==> src/rtl/vga_timing_pkg.sv <==
// vga_timing_pkg: shared VGA mode timings, sync polarity values and the axis total helper
package vga_timing_pkg;
  localparam logic POL_NEG = 1'b0;
  localparam logic POL_POS = 1'b1;
  typedef struct packed {
    int active;
    int fp;
    int sync;
    int bp;
  } axis_t;
  localparam axis_t M640_H = '{640, 16, 96, 48};
  localparam axis_t M640_V = '{480, 10, 2, 33};
  localparam logic  M640_POL = POL_NEG;
  localparam axis_t M800_H = '{800, 40, 128, 88};
  localparam axis_t M800_V = '{600, 1, 4, 23};
  localparam logic  M800_POL = POL_POS;
  function automatic int total(input int active, input int fp, input int sync, input int bp);
    return active + fp + sync + bp;
  endfunction
endpackage

==> src/rtl/vga_axis_counter.sv <==
// vga_axis_counter: one raster axis counter with wrap output and decodes of its next value
//   clk, rst_n   clock, asynchronous active-low reset (count presets to TOTAL-1)
//   i_inc        advance one position
//   o_wrap       advancing from TOTAL-1 back to 0 this cycle
//   o_nxt        count value after this cycle
//   o_is_act     o_nxt < ACTIVE
//   o_sync       sync pin level for o_nxt (POL inside the sync window, ~POL outside)
//   o_at_zero    o_nxt == 0
module vga_axis_counter
  import vga_timing_pkg::*;
#(
  parameter int   TOTAL  = 800,
  parameter int   ACTIVE = 640,
  parameter int   FP     = 16,
  parameter int   SYNC   = 96,
  parameter logic POL    = POL_NEG,
  parameter int   W      = 10
) (
  input  logic         clk,
  input  logic         rst_n,
  input  logic         i_inc,
  output logic         o_wrap,
  output logic [W-1:0] o_nxt,
  output logic         o_is_act,
  output logic         o_sync,
  output logic         o_at_zero
);
  // One extra bit so a sync window ending exactly at 2**W still compares correctly
  localparam logic [W:0] L_LAST = (W+1)'(TOTAL - 1);
  localparam logic [W:0] L_ACT  = (W+1)'(ACTIVE);
  localparam logic [W:0] L_S0   = (W+1)'(ACTIVE + FP);
  localparam logic [W:0] L_S1   = (W+1)'(ACTIVE + FP + SYNC);
  logic [W-1:0] r_cnt;
  if (TOTAL < 1 || TOTAL > 2**W) begin : g_range
    $error("vga_axis_counter: TOTAL %0d does not fit in %0d bits", TOTAL, W);
  end
  assign o_wrap    = i_inc && {1'b0, r_cnt} == L_LAST;
  assign o_nxt     = o_wrap ? '0 : r_cnt + W'(i_inc);
  assign o_is_act  = {1'b0, o_nxt} < L_ACT;
  assign o_sync    = ({1'b0, o_nxt} >= L_S0 && {1'b0, o_nxt} < L_S1) ? POL : ~POL;
  assign o_at_zero = o_nxt == '0;
  always_ff @(posedge clk or negedge rst_n)
    if (!rst_n) r_cnt <= L_LAST[W-1:0];
    else r_cnt <= o_nxt;
endmodule

==> src/rtl/vga_timing_gen.sv <==
// vga_timing_gen: parametrised VGA raster timing generator with pixel clock-enable divider
//   clk, rst_n   system clock, asynchronous active-low reset
//   en           run; 0 freezes divider, counters and outputs
//   pixCe        1-clk pulse every CE_DIV clks while en=1
//   HS, VS       sync pins, polarity HS_POL / VS_POL
//   hPix, vPix   active-area coordinates, 0 outside the visible area
//   isActive     current pixel is visible
//   lineStart    1-clk pulse as the position enters h=0
//   frameStart   1-clk pulse as the position enters (0,0)
module vga_timing_gen
  import vga_timing_pkg::*;
#(
  parameter int   H_ACTIVE = M640_H.active,
  parameter int   H_FP     = M640_H.fp,
  parameter int   H_SYNC   = M640_H.sync,
  parameter int   H_BP     = M640_H.bp,
  parameter int   V_ACTIVE = M640_V.active,
  parameter int   V_FP     = M640_V.fp,
  parameter int   V_SYNC   = M640_V.sync,
  parameter int   V_BP     = M640_V.bp,
  parameter logic HS_POL   = M640_POL,
  parameter logic VS_POL   = M640_POL,
  parameter int   CE_DIV   = 2,
  parameter int   HW       = 10,
  parameter int   VW       = 10
) (
  input  logic          clk,
  input  logic          rst_n,
  input  logic          en,
  output logic          pixCe,
  output logic          HS,
  output logic          VS,
  output logic [HW-1:0] hPix,
  output logic [VW-1:0] vPix,
  output logic          isActive,
  output logic          lineStart,
  output logic          frameStart
);
  localparam int DW = CE_DIV > 1 ? $clog2(CE_DIV) : 1;
  localparam logic [DW-1:0] L_DIV_LAST = DW'(CE_DIV - 1);
  logic [DW-1:0] r_div;
  logic          w_h_wrap, w_h_act, w_hs, w_h0;
  logic          w_v_wrap, w_v_act, w_vs, w_v0;
  logic [HW-1:0] w_h;
  logic [VW-1:0] w_v;
  if (CE_DIV < 1) begin : g_div_range
    $error("vga_timing_gen: CE_DIV %0d must be >= 1", CE_DIV);
  end
  // Gated by rst_n so the pulse also drops asynchronously when CE_DIV=1
  assign pixCe = en && rst_n && r_div == L_DIV_LAST;
  vga_axis_counter #(
    .TOTAL(total(H_ACTIVE, H_FP, H_SYNC, H_BP)), .ACTIVE(H_ACTIVE), .FP(H_FP),
    .SYNC(H_SYNC), .POL(HS_POL), .W(HW)
  ) u_h (
    .clk(clk), .rst_n(rst_n), .i_inc(pixCe), .o_wrap(w_h_wrap), .o_nxt(w_h),
    .o_is_act(w_h_act), .o_sync(w_hs), .o_at_zero(w_h0)
  );
  vga_axis_counter #(
    .TOTAL(total(V_ACTIVE, V_FP, V_SYNC, V_BP)), .ACTIVE(V_ACTIVE), .FP(V_FP),
    .SYNC(V_SYNC), .POL(VS_POL), .W(VW)
  ) u_v (
    .clk(clk), .rst_n(rst_n), .i_inc(pixCe && w_h_wrap), .o_wrap(w_v_wrap), .o_nxt(w_v),
    .o_is_act(w_v_act), .o_sync(w_vs), .o_at_zero(w_v0)
  );
  always_ff @(posedge clk or negedge rst_n)
    if (!rst_n) begin
      r_div      <= '0;
      HS         <= ~HS_POL;
      VS         <= ~VS_POL;
      hPix       <= '0;
      vPix       <= '0;
      isActive   <= 1'b0;
      lineStart  <= 1'b0;
      frameStart <= 1'b0;
    end else begin
      if (en) r_div <= pixCe ? '0 : r_div + DW'(1);
      lineStart  <= pixCe && w_h0;
      frameStart <= w_v_wrap && w_v0;
      if (pixCe) begin
        HS       <= w_hs;
        VS       <= w_vs;
        isActive <= w_h_act && w_v_act;
        hPix     <= (w_h_act && w_v_act) ? w_h : '0;
        vPix     <= (w_h_act && w_v_act) ? w_v : '0;
      end
    end
endmodule
==> config.mk <==
export PLATFORM = sky130hd
export DESIGN_NAME = vga_timing_gen
export DESIGN_NICKNAME = d
export VERILOG_FILES = /design/src/rtl/vga_timing_pkg.sv /design/src/rtl/vga_axis_counter.sv /design/src/rtl/vga_timing_gen.sv
export SDC_FILE = /design/constraint.sdc
export NUM_CORES = 1
export LEC_CHECK = 0
export CORE_MARGIN = 2
export CORE_UTILIZATION = 57
export CTS_BUF_LIST = sky130_fd_sc_hd__clkbuf_4 sky130_fd_sc_hd__clkbuf_8
export CTS_CLUSTER_DIAMETER = 40
export CTS_CLUSTER_SIZE = 10
export DETAILED_ROUTE_END_ITERATION = 16
export GPL_TIMING_DRIVEN = 0
export HOLD_SLACK_MARGIN = 0.06
export PLACE_DENSITY = 0.82
export SLEW_MARGIN = 0
export SYNTH_ARGS = -nofsm -noshare
export SYNTH_HDL_FRONTEND = slang
export SYNTH_SLANG_ARGS = --single-unit
==> constraint.sdc <==
create_clock -name clk -period 3.14 [get_ports clk]
set_input_delay 0.471 -clock clk [delete_from_list [all_inputs] [get_ports clk]]
set_output_delay 0.471 -clock clk [all_outputs]
set_load 0.02 [all_outputs]
==> results_dict.tcl <==
set metrics [dict create \
    synth_cells 190 \
    slowest_stage "or4b_1" \
    path_cells "clkdlybuf4s50_1 > nand3_4 > inv_1 > ha_1 > ha_2 > and2b_4 > or4b_1 > o311a_2 > a31oi_4 > o221a_4 > buf_8 > a22o_1" \
    die_h_um 66.8 \
    synth_warnings 0 \
    maxSlewHeadroom 0.634 \
    drive_above_1_share 0.268 \
    cts-htree-levels 2 \
    ys_seq_elements 46 \
    power_mw 1.67 \
    drc 0 \
    die_area_sq_um 4470 \
    antenna_left 0 \
    max_stage_delay_ns 0.50 \
    area_growth_pct 27.2 \
    tightest_slew_ns 0.545 \
    r2r-end "hPix[8]$_DFFE_PN0P_" \
    wl_per_cell_um 17.3 \
    r2r_cells 9 \
    placed_cells 267 \
    clk_latency_ns 0.29 \
    grt_pass1_vias 1659 \
    yosys_most_used_dff "dfrtp_1" \
    ir_drop_mv 0.481 \
    nets 241 \
    cts_buffer_depth 2 \
    synthTopCellsByArea "dfrtp_1, dfstp_2, a22o_1, xor2_1, xnor2_1" \
    power_density_nw_per_um2 584 \
    status "completed" \
    dp_hpwl_um 3450 \
    grt_overflow_total 0 \
    grt_setup_unrepaired "false" \
    grt_pass1_wl_um 8070 \
    cp-end-kind "flip-flop" \
    cts_sinks 46 \
    hold_class "primary input to asynchronous set/reset pin" \
    critPathLaunch "en" \
    place_ws_ns -0.644 \
    drt_wl_total_um 4910 \
    synth_common_cells "dfrtp_1, nor2_1, a22o_1, dfstp_2, xor2_1" \
    postLayoutCoreUtil 0.770 \
    coreArea_sq_um 3720 \
    ys_seq_area_frac 0.518 \
    cts_root_buf "clkbuf_8" \
    maxSlewViolCount 0 \
    fin_area_sq_um 2860 \
    cp-start-kind "primary input" \
    io_pins 29 \
    setup_viol 0 \
    port_buffers 28 \
    grtUsageTotal 0.246 \
    p_leak_nw 1.24 \
    fin_crit_sh 0.965 \
    synthArstFlopShare 1.00 \
    cts_hold_buf 0 \
    cts_tree "yes" \
    crit_required_ns 3.37 \
    fin_hold_ws_ns 0.123 \
    antenna_cells 0 \
    synth.top_cell.area_share 0.378 \
    syn-num-nets 197 \
    num_vias 1712 \
    finalHoldViolCount 0 \
    crit_fanout 10 \
    synth_area_sq_um 2250 \
    drtIter0Drc 161 \
    die_w_um 66.8 \
    placed_area_sq_um 2610 \
    avgSynthCellArea_sq_um 11.8 \
    std_cell_rows 22 \
    clk_pin_slew_ns 0.08 \
    start_util 0.605 \
    critical_path_class "primary input to flip-flop" \
    tns_ns 0 \
    drv_cap 0 \
    synth_edf_count 0 \
    ys_types 49 \
    r2r_slack_ns 0.15 \
    worst_slack_ns 0.110 \
    dr.pass1.iters 4 \
    grt_max_degree 30 \
    via_per_inst 6.05 \
    fin_cells 283 \
    period_minus_slack_ns 3.03 \
    synth.largest_area_cell "dfrtp_1" \
    gp_congestion 0.877 \
    arrival_ns 3.26 \
    clock.fmax_ghz 0.330 \
    timing.rr.start "u_h.r_cnt[1]$_DFF_PN1_" \
    cts_inserted_buffers 5 \
    fin_skew_ns 0.00726 \
    synth_most_common_cell "dfrtp_1" \
    antenna_found_initial 0 \
]
-- per-layer routing --
metal,global-route usage,wire length (um)
met5,0,0
met4,0.0791,74
met3,0.0591,295
met2,0.374,2320
met1,0.349,2220
-- worst max-delay path: cells and delay by family --
family	cells	cell delay (ns)
simple gates	3	0.80
compound gates	4	0.75
buf+inv	3	0.72
fa+ha+maj	2	0.52
-- final cells by class --
cell class / instances / area [sq um]
Clock inverter: 1 / 30.0
Tap cell: 48 / 60.1
Fill cell: 234 / 855
Sequential cell: 46 / 1170
Inverter: 5 / 18.8
Timing Repair Buffer: 37 / 355
Multi-Input combinational cell: 130 / 1050
Clock buffer: 7 / 90.1
Buffer: 9 / 95.1
-- flip-flops by register name, summed over array words and instances (netlist names) --
| register | count |
|---|---|
| HS | 1 |
| VS | 1 |
| frameStart | 1 |
| hPix | 10 |
| isActive | 1 |
| lineStart | 1 |
| r_div | 1 |
| u_h.r_cnt | 10 |
| u_v.r_cnt | 10 |
| vPix | 10 |
-- kinds of logic (layout without fill, tap and decap cells) --
kind of cell             after synthesis  count (layout)  synth area share
XOR/XNOR                              19              19            0.0740
flip-flops                            46              46             0.518
buffers and inverters                 14              59            0.0506
AND/OR/NAND/NOR                       71              71             0.191
adder cells (fa/ha/maj)                4               4            0.0222
AO/OA/AOI/OAI                         36              36             0.143
-- worst max path at each step --
stage,cells past startpoint,endpoint
after floorplan,10,hPix[2]$_DFFE_PN0P_
after global routing,11,vPix[3]$_DFFE_PN0P_
final,12,vPix[5]$_DFFE_PN0P_
after detailed placement,11,vPix[5]$_DFFE_PN0P_
after global placement,11,hPix[3]$_DFFE_PN0P_
after CTS,12,vPix[5]$_DFFE_PN0P_
-- where the power goes --
part / internal [mW] / leakage (nW) / switching, mW
Combinational: 0.224 / 0.599 / 0.233
Sequential: 0.697 / 0.581 / 0.0604
Clock: 0.268 / 0.0619 / 0.187
-- cells in the final DEF (no fill, tap or decap), types with 2 or more instances in the layout --
cell type	count
buf_4	10
buf_2	2
a31oi_1	3
a22o_1	14
nor4_4	2
a32o_1	5
a21o_1	2
a21oi_1	3
nor4b_1	2
nor3_1	5
nand3_1	7
dfrtp_1	34
dfstp_2	12
and2b_2	5
xor2_1	11
nand4_1	5
clkbuf_8	9
clkdlybuf4s50_1	27
xnor2_1	7
inv_1	5
nor2_1	16
clkbuf_4	2
nand3_4	2
nor2b_1	2
nand2_1	10
or3_1	3
ha_2	2
-- what timing repair did --
| item | CTS | global route |
|---|---|---|
| gates resized for setup | 8 | 4 |
| pin swaps | 2 | 4 |
| endpoints found under the setup margin | 23 | 20 |
| setup buffers | 3 | 5 |
No activity file was read; power rests on OpenSTA's default activity.
